<file path="config.mk">
export PLATFORM = sky130hd
export DESIGN_NAME = mc_datapath
export DESIGN_NICKNAME = d
export VERILOG_FILES = /design/src/rtl/mc_pkg.sv /design/src/rtl/mc_regfile.sv /design/src/rtl/mc_datapath.sv
export SDC_FILE = /design/constraint.sdc
export NUM_CORES = 2
export LEC_CHECK = 0
export ABC_AREA = 1
export CORE_ASPECT_RATIO = 1.25
export CORE_MARGIN = 5
export CORE_UTILIZATION = 49
export CTS_BUF_LIST = sky130_fd_sc_hd__clkbuf_2
export DETAILED_ROUTE_END_ITERATION = 10
export DONT_BUFFER_PORTS = 1
export PLACE_DENSITY_LB_ADDON = 0.2
export SLEW_MARGIN = 20
export SYNTH_ARGS = -nofsm -noshare
export SYNTH_HDL_FRONTEND = slang
export SYNTH_SLANG_ARGS = --single-unit
</file>
<file path="constraint.sdc">
create_clock -name clock -period 7.9 [get_ports clock]
set_clock_uncertainty 0.1 [all_clocks]
set_input_delay 1.58 -clock clock [delete_from_list [all_inputs] [get_ports clock]]
set_output_delay 1.58 -clock clock [all_outputs]
set_load 0.01 [all_outputs]
</file>
<file path="src/rtl/mc_pkg.sv">
`default_nettype none
// ============================================================================
// Module      : mc_pkg
// Description : Shared definitions for the multicycle MIPS core: opcode and
//               funct encodings, controller state and ALU operation enums,
//               and small decode helpers.
// Revision    : 1.0 - initial release
// ============================================================================
package mc_pkg;

    localparam int XLEN  = 32;
    localparam int NREGS = 32;

    // Primary opcodes (IR[31:26])
    localparam logic [5:0] OP_RTYPE = 6'b000000;
    localparam logic [5:0] OP_LW    = 6'b100011;
    localparam logic [5:0] OP_SW    = 6'b101011;
    localparam logic [5:0] OP_BEQ   = 6'b000100;
    localparam logic [5:0] OP_ADDI  = 6'b001000;
    localparam logic [5:0] OP_J     = 6'b000010;
    localparam logic [5:0] OP_JAL   = 6'b000011;

    // R-type funct codes (IR[5:0])
    localparam logic [5:0] FN_ADD = 6'b100000;
    localparam logic [5:0] FN_SUB = 6'b100010;
    localparam logic [5:0] FN_AND = 6'b100100;
    localparam logic [5:0] FN_OR  = 6'b100101;
    localparam logic [5:0] FN_SLT = 6'b101010;
    localparam logic [5:0] FN_JR  = 6'b001000;

    typedef enum logic [3:0] {
        IDLE, FETCH, DECODE, MEMADR, MEMRD, MEMWB, MEMWR,
        EXEC, ALUWB, ADDIEX, ADDIWB, BRANCH, JUMP, JR, TRAP
    } state_t;

    typedef enum logic [2:0] {ADD, SUB, AND, OR, SLT} alu_op_t;

    function automatic alu_op_t funct_to_alu(input logic [5:0] funct);
        case (funct)
            FN_SUB:  return SUB;
            FN_AND:  return AND;
            FN_OR:   return OR;
            FN_SLT:  return SLT;
            default: return ADD;
        endcase
    endfunction

    function automatic logic [XLEN-1:0] sext16(input logic [15:0] imm);
        return {{(XLEN-16){imm[15]}}, imm};
    endfunction

endpackage
`default_nettype wire

</file>
<file path="src/rtl/mc_regfile.sv">
`default_nettype none
// ============================================================================
// Module      : mc_regfile
// Description : 32 x 32 register file, two asynchronous read ports, one
//               synchronous write port, asynchronous active-low clear.
//               r0 always reads zero and ignores writes.
// Ports       : clock, reset_n      - clock / async active-low clear
//               ra1, ra2 -> rd1, rd2 - combinational read ports
//               we, wa, wd          - write enable, address, data
// Revision    : 1.0 - initial release
// ============================================================================
module mc_regfile
    import mc_pkg::*;
(
    input  logic            clock,
    input  logic            reset_n,
    input  logic [4:0]      ra1,
    input  logic [4:0]      ra2,
    output logic [XLEN-1:0] rd1,
    output logic [XLEN-1:0] rd2,
    input  logic            we,
    input  logic [4:0]      wa,
    input  logic [XLEN-1:0] wd
);

    logic [XLEN-1:0] regs [NREGS];

    always_ff @(posedge clock or negedge reset_n) begin
        if (!reset_n) begin
            for (int i = 0; i < NREGS; i++) begin
                regs[i] <= '0;
            end
        end else if (we && (wa != 5'd0)) begin
            regs[wa] <= wd;
        end
    end

    assign rd1 = (ra1 == 5'd0) ? '0 : regs[ra1];
    assign rd2 = (ra2 == 5'd0) ? '0 : regs[ra2];

endmodule
`default_nettype wire

</file>
<file path="src/rtl/mc_datapath.sv">
`default_nettype none
// ============================================================================
// Module      : mc_datapath
// Description : Multicycle MIPS-subset core with a single unified memory port
//               (req/ready handshake). Controller FSM, ALU and next-PC logic
//               are inline; the register file is a sub-module.
// Ports       : clock, reset_n  - clock / async active-low reset
//               mem_req/we/addr/wdata, mem_ready/rdata - memory handshake
//               pc     - architectural PC
//               retire - one-cycle pulse in each instruction's final state
//               trap   - sticky illegal-instruction / misalignment flag
// Revision    : 1.0 - initial release
// ============================================================================
module mc_datapath
    import mc_pkg::*;
#(
    parameter logic [31:0] RESET_PC = 32'h0000_0000,
    parameter bit          EN_JAL   = 1'b1
) (
    input  logic        clock,
    input  logic        reset_n,
    output logic        mem_req,
    output logic        mem_we,
    output logic [31:0] mem_addr,
    output logic [31:0] mem_wdata,
    input  logic        mem_ready,
    input  logic [31:0] mem_rdata,
    output logic [31:0] pc,
    output logic        retire,
    output logic        trap
);

    state_t      state, next_state;
    logic [31:0] ir, mdr, a, b, aluout;

    logic [5:0]  op, funct;
    logic [4:0]  rs, rt, rd;
    logic [31:0] simm, ea, alu_y, rf_a, rf_b, rf_wd;
    logic [4:0]  rf_wa;
    logic        rf_we;

    assign op    = ir[31:26];
    assign rs    = ir[25:21];
    assign rt    = ir[20:16];
    assign rd    = ir[15:11];
    assign funct = ir[5:0];
    assign simm  = sext16(ir[15:0]);
    assign ea    = a + simm;

    mc_regfile u_regfile (
        .clock   (clock),
        .reset_n (reset_n),
        .ra1     (rs),
        .ra2     (rt),
        .rd1     (rf_a),
        .rd2     (rf_b),
        .we      (rf_we),
        .wa      (rf_wa),
        .wd      (rf_wd)
    );

    always_comb begin
        alu_y = a + b;
        case (funct_to_alu(funct))
            SUB:     alu_y = a - b;
            AND:     alu_y = a & b;
            OR:      alu_y = a | b;
            SLT:     alu_y = {31'd0, ($signed(a) < $signed(b))};
            default: alu_y = a + b;
        endcase
    end

    // Address mux: instruction fetch uses PC, every data access uses ALUOut.
    assign mem_addr  = ((state == IDLE) || (state == FETCH)) ? pc : aluout;
    assign mem_wdata = b;
    assign trap      = (state == TRAP);

    always_comb begin
        next_state = state;
        mem_req    = 1'b0;
        mem_we     = 1'b0;
        retire     = 1'b0;
        rf_we      = 1'b0;
        rf_wa      = rt;
        rf_wd      = aluout;
        case (state)
            IDLE:   next_state = FETCH;
            FETCH: begin
                mem_req = 1'b1;
                if (mem_ready) next_state = DECODE;
            end
            DECODE: begin
                case (op)
                    OP_RTYPE: begin
                        case (funct)
                            FN_ADD, FN_SUB, FN_AND, FN_OR, FN_SLT: next_state = EXEC;
                            FN_JR: begin
                                if (EN_JAL) next_state = JR;
                                else        next_state = TRAP;
                            end
                            default: next_state = TRAP;
                        endcase
                    end
                    OP_LW, OP_SW: next_state = MEMADR;
                    OP_BEQ:       next_state = BRANCH;
                    OP_ADDI:      next_state = ADDIEX;
                    OP_J:         next_state = JUMP;
                    OP_JAL: begin
                        if (EN_JAL) next_state = JUMP;
                        else        next_state = TRAP;
                    end
                    default:      next_state = TRAP;
                endcase
            end
            MEMADR: begin
                if (ea[1:0] != 2'b00) next_state = TRAP;
                else if (op == OP_LW) next_state = MEMRD;
                else                  next_state = MEMWR;
            end
            MEMRD: begin
                mem_req = 1'b1;
                if (mem_ready) next_state = MEMWB;
            end
            MEMWB: begin
                rf_we      = 1'b1;
                rf_wd      = mdr;
                retire     = 1'b1;
                next_state = FETCH;
            end
            MEMWR: begin
                mem_req = 1'b1;
                mem_we  = 1'b1;
                if (mem_ready) begin
                    retire     = 1'b1;
                    next_state = FETCH;
                end
            end
            EXEC:   next_state = ALUWB;
            ALUWB: begin
                rf_we      = 1'b1;
                rf_wa      = rd;
                retire     = 1'b1;
                next_state = FETCH;
            end
            ADDIEX: next_state = ADDIWB;
            ADDIWB: begin
                rf_we      = 1'b1;
                retire     = 1'b1;
                next_state = FETCH;
            end
            BRANCH: begin
                retire     = 1'b1;
                next_state = FETCH;
            end
            JUMP: begin
                // pc already holds the incremented return address here
                if (op == OP_JAL) begin
                    rf_we = 1'b1;
                    rf_wa = 5'd31;
                    rf_wd = pc;
                end
                retire     = 1'b1;
                next_state = FETCH;
            end
            JR: begin
                if (a[1:0] != 2'b00) begin
                    next_state = TRAP;
                end else begin
                    retire     = 1'b1;
                    next_state = FETCH;
                end
            end
            TRAP:    next_state = TRAP;
            default: next_state = IDLE;
        endcase
    end

    always_ff @(posedge clock or negedge reset_n) begin
        if (!reset_n) begin
            state  <= IDLE;
            pc     <= RESET_PC;
            ir     <= '0;
            mdr    <= '0;
            a      <= '0;
            b      <= '0;
            aluout <= '0;
        end else begin
            state <= next_state;
            case (state)
                FETCH: begin
                    if (mem_ready) begin
                        ir <= mem_rdata;
                        pc <= pc + 32'd4;
                    end
                end
                DECODE: begin
                    a      <= rf_a;
                    b      <= rf_b;
                    aluout <= pc + {simm[29:0], 2'b00};
                end
                MEMADR: aluout <= ea;
                MEMRD:  if (mem_ready) mdr <= mem_rdata;
                EXEC:   aluout <= alu_y;
                ADDIEX: aluout <= ea;
                BRANCH: if (a == b) pc <= aluout;
                JUMP:   pc <= {pc[31:28], ir[25:0], 2'b00};
                JR:     if (a[1:0] == 2'b00) pc <= a;
                default: ;
            endcase
        end
    end

endmodule
`default_nettype wire

</file>
# After elaboration in Yosys (flattened, before gate mapping)
# Cells that the tools add are included.
# word_totals
regBits	1220
inputBits	35
output_inout_bits	100
wordCells	158
# classes
add_sub_neg	5
magnitude_cmp	5
n_eq_ne	36
mux	39
n_bitwise	6
reduce_logical	27
# op_table
cell	count
$bwmux 1024	1
$mux 32	12
$bmux 32 s5	2
$pmux 32 s4	2
$demux 32 s5	1
$add 32x32->32	3
$pmux 32 s3	1
$pmux 32 s2	1
$eq 6x6->1 const B	7
$pmux 4 s10	1
$add 32x3->32 const B	1
$and 32x32->32	1
$eq 32x32->1	1
$lt 32x32->1	1
$or 32x32->32	1
$sub 32x32->32	1
$eq 4x4->1 const B	7
$mux 4	5
$pmux 4 s5	1
$ge 6x6->1 const B	3
$not 5->6	3
$eq 4x3->1 const B	4
$eq 6x2->1 const B	2
$eq 6x4->1 const B	2
35 further kinds	54

# Depth between registers and ports, before layout
# logic_depth
depth_word	9
depth_mapped	19
ltp_nobuf	19

# By module
# Synthesis repeated with hierarchy kept, for this count alone.
# hier_totals
cells_unflattened	11487
hier_area_um2	77778.3
# modules_own_cells
module	n_inst	cells_per_inst	area_per_inst_um2	seq_area_each_um2
mc_regfile	1	8324	58006.9	25624.6
mc_datapath	1	3163	19771.5	4904.7

# Worst setup path before layout
# Ideal clock, no wire load.
# synth_timing
path_kind	input to output
from	in mem_ready
to	out retire
t_arrival_ns	1.906
t_required_ns	6.220
setup_slack_ns	4.314
path_stages	2
n_path_buf	0
cell_sequence	inv_1 > o21ai_0
# synth_between
elab_chain_cells	2
# synth_lines
element	line_no	source
start, declared	mc_datapath.sv:26	input logic mem_ready,
$mux 1	mc_datapath.sv:133	if (mem_ready) begin
$pmux 1 s3	mc_datapath.sv:86	case (state)
end, declared	mc_datapath.sv:29	output logic retire,
# Every way passes these cells.

# Final worst setup path
# layout_timing
from	reg state[3]
to	out retire
# layout_between
elab_chain_cells	3
word_cells_on_any_way	9
cone_classes	7 x eq/ne; 1 x mux; 1 x reduce/logical
# layout_lines
element	line_no	source
start, declared	mc_datapath.sv:33	state_t state, next_state;
start signal, assigned	mc_datapath.sv:188	state <= next_state;
$eq 4x4->1 / $eq 4x3->1 (equally long branches)	mc_datapath.sv:86	
$reduce_or 5->1 (no source line)	-	
$pmux 1 s3 *	mc_datapath.sv:86	
# Mark *: on every way between the ends. The rest lies on a longest branch, timed or not.

==> key figures <==
Die
  • Die area: 160000 um^2
  • Total core area: 152000 um^2
  • Die X: 359 um
  • Row count: 160
  • Initial Util: 0.492
  • IO Count: between 100 and 150
  • Die Height: between 400 and 500 um

Timing
  • Worst slew margin: 0.0526
  • Fin Hold WS: between 0.05 and 0.06 ns
  • Final setup vio count: 0
  • Fmax achieved: ~0.17 GHz
  • Slew @ Worst Pin: 1.42 ns
  • Slew Viols, Final: 0
  • Count of final hold-check violations: 0
  • Final min period: around 5.8 ns
  • RSZ-0062 raised after global routing: false
  • Setup TNS: 0 ns
  • Final Cycle Share: 0.738

Clocking
  • CTS tree: built
  • Clock Pin Slew Worst Setup and Hold Paths: roughly 0.13 ns
  • Clk_lat worst skew: ~2 ns
  • Cts bufs inserted: 333
  • Setup bufs post-CTS: 0
  • H-tree depth: 5
  • # resized after CTS: 0
  • Clock Tree Root: clkbuf_2
  • Clk buf depth: 4
  • Hold buffers post-CTS: 35
  • Clock Sinks: 1220

Routing
  • DRC: 2
  • ANT nets after route: 0
  • WL final: 344 mm
  • Wire length per cell: 27.5 um
  • Via/cell ratio: 6.32
  • DR vias: between 70000 and 80000
  • Number of DRC markers in iteration 0: around 11000
  • Drt first pass iters: 11

Critical path
  • Crit. End Element: output port
  • CP required: between 6 and 7 ns
  • Type of origin of the critical path: flip-flop
  • Worst-path cell chain: nand2_1, inv_2, nand2_2, inv_2, nor2_1, nand3b_1, nor2_1, o21ai_0
  • Slowest CP cell: dfrtp_1
  • Worst-path fanout max: 16
  • CP max stage delay: about 0.43 ns
  • WS Path Type: flip-flop to output port
  • Arrival time worst endpoint: between 4 and 5 ns

Outcome
  • Failing checks: DRC
  • Outcome: finished with violations

Placed design
  • GP Congestion: 1.09
  • # port buffers: 0
  • Dpl hpwl: about 220 mm

Finish
  • Register area: between 30000 and 40000 um^2
  • Layout cells sized above 1: 0.0746
  • Util after Layout: 0.519
  • Fill cells: approximately 15000
  • Multi-input gate area: roughly 38000 um^2
  • Nets@finish: approximately 10000
  • Area Overhead vs Synth: 5.58%

Power and ir drop
  • Total power: between 30000 and 40000 uW
  • Pwr dens: between 400 and 500 nW/um^2
  • Highest ir drop seen on vdd: 0.301 mV
  • Pleak: approximately 0.036 uW

GRT
  • GRT Total Usage: 0.416
  • Grt ovf: 0
  • Initial antenna violation count: 33
  • Largest net degree at the start of global routing: around 220
  • First-pass GRT wire length: 498 mm
  • Vias in the first global route: 74500

Synthesis
  • Post-synth EDFFs: 0
  • Ys flop type: dfrtp_1
  • Asr flop ratio synth: 1.00
  • Sequential area share after synthesis: 0.409
  • Seq cells post-synth: ~1200
  • Yosys warns: 0
  • Mean post-synth cell area: just over 7 um^2
  • Net count after synthesis: ~11000
  • Synth cell types: 56
  • Mapped cell area: between 70000 and 80000 um^2
  • Syn Inst Count: 10600

Job
  • Reported max-cap violation count: 0

Min path
  • Worst hold path type: input port to flip-flop
[state kept, by name, summed over array words and instances, names as in the netlist]
register and flops:
u_regfile.regs 1024, mem_wdata 32, pc 32, aluout 32, a 32, state 4
ir 32, mdr 32
[path summary, 6_finish.rpt]
check	startpoint	endpoint	slack (ns)	cells past startpoint
min in group asynchronous	reset_n	pc[21]	0.16	2
min	mem_ready	mdr[26]	0.05	3
max reg2reg	ir[16]	u_regfile.regs[422]	3.05	9
max in group asynchronous	reset_n	u_regfile.regs[464]	4.24	6
min reg2reg	u_regfile.regs[1017]	u_regfile.regs[1017]	0.30	0
max	state[3]	retire	2.07	8
[metrics by stage]
| stage | cell area (um^2) | setup slack, ns | std cells |
|---|---|---|---|
| 2_1_floorplan | 74600 | 4.31 | 10600 |
| 4_1_cts | 78600 | 2.09 | 12500 |
| 5_1_grt | 78800 | 1.93 | 12500 |
| 3_3_place_gp | 75500 | 3.36 | 11900 |
| 6_report | 78800 | 2.07 | 12500 |
| 3_5_place_dp | 75600 | 3.28 | 11900 |
[per-layer routing]
metal,vias up,routed length (um),GRT usage
li1,35200,-,-
met3,1395,40200,0.131
met1,37300,121000,0.483
met4,26,33700,0.347
met5,-,331,0
met2,5194,149000,0.629
[cell families (layout without fill, tap and decap cells)]
family,count (synthesis),in the layout,synth area share
compound gates,3802,3802,0.274
simple gates,3687,3687,0.200
buf+inv,1667,1557,0.0853
flops,1220,1220,0.409
fa+ha+maj,161,161,0.0274
xor+xnor,37,37,0.00434
other cells,0,24,0
[cell type report]
type | count | share of cell area
clock buffer | 481 | 0.0305
timing repair buffer | 173 | 0.0220
inverter | 840 | 0.0403
clock inverter | 63 | 0.00352
antenna | 24 | 0.000762
tap | 2025 | 0.0322
multi-input combinational | 7687 | 0.483
sequential | 1220 | 0.388
[power by group]
group,internal [uW],switching (uW)
Clock,1630,2870
Combinational,5330,14600
Sequential,8280,2180
Total,15300,19700
[synth_stat cells (all sizes together), types with 3 or more instances]
cell / n / share of area
o2111ai: 13 / 0.0015
dfrtp: 1220 / 0.41
o21bai: 24 / 0.0024
nor4: 3 / 0.00025
buf: 171 / 0.010
a21boi: 7 / 0.00070
o21a: 7 / 0.00070
clkinv: 7 / 0.00035
nor2: 865 / 0.044
o31ai: 4 / 0.00040
fa: 4 / 0.0011
a21oi: 732 / 0.049
xnor2: 4 / 0.00047
a211oi: 24 / 0.0024
and2: 4 / 0.00034
a22oi: 7 / 0.00070
o211ai: 226 / 0.023
nor3: 54 / 0.0043
o221ai: 51 / 0.0079
o21ai: 2539 / 0.17
nand3: 409 / 0.027
a21o: 8 / 0.00080
nand4: 93 / 0.0079
clkbuf: 656 / 0.033
a31oi: 8 / 0.00067
nand3b: 6 / 0.00060
nand2: 2231 / 0.11
a221oi: 20 / 0.0023
ha: 157 / 0.026
o22ai: 123 / 0.011
inv: 833 / 0.042
xor2: 33 / 0.0039
and3: 4 / 0.00034
a211o: 3 / 0.00035
or2: 18 / 0.0015
[critical path: cells and delay by family, from the launching register on]
family	cells	cell delay [ns]
buffers and inverters	2	0.33
AO/OA/AOI/OAI	1	0.36
flip-flops	1	0.43
AND/OR/NAND/NOR	5	1.03
[layout by cell type, fill, tap and decap left out, types with 34 or more instances in the layout]
master,count
o211ai_1,226
nor3_1,49
o21ai_1,596
nor2_1,842
nand4_1,92
dfrtp_1,1210
clkinv_1,53
buf_4,117
nand2_1,2207
dlygate4sd3_1,34
clkbuf_2,481
ha_1,157
a21oi_1,725
o21ai_0,1943
nand3_1,406
o22ai_1,120
inv_1,808
Power figures use the tool's default switching activity.
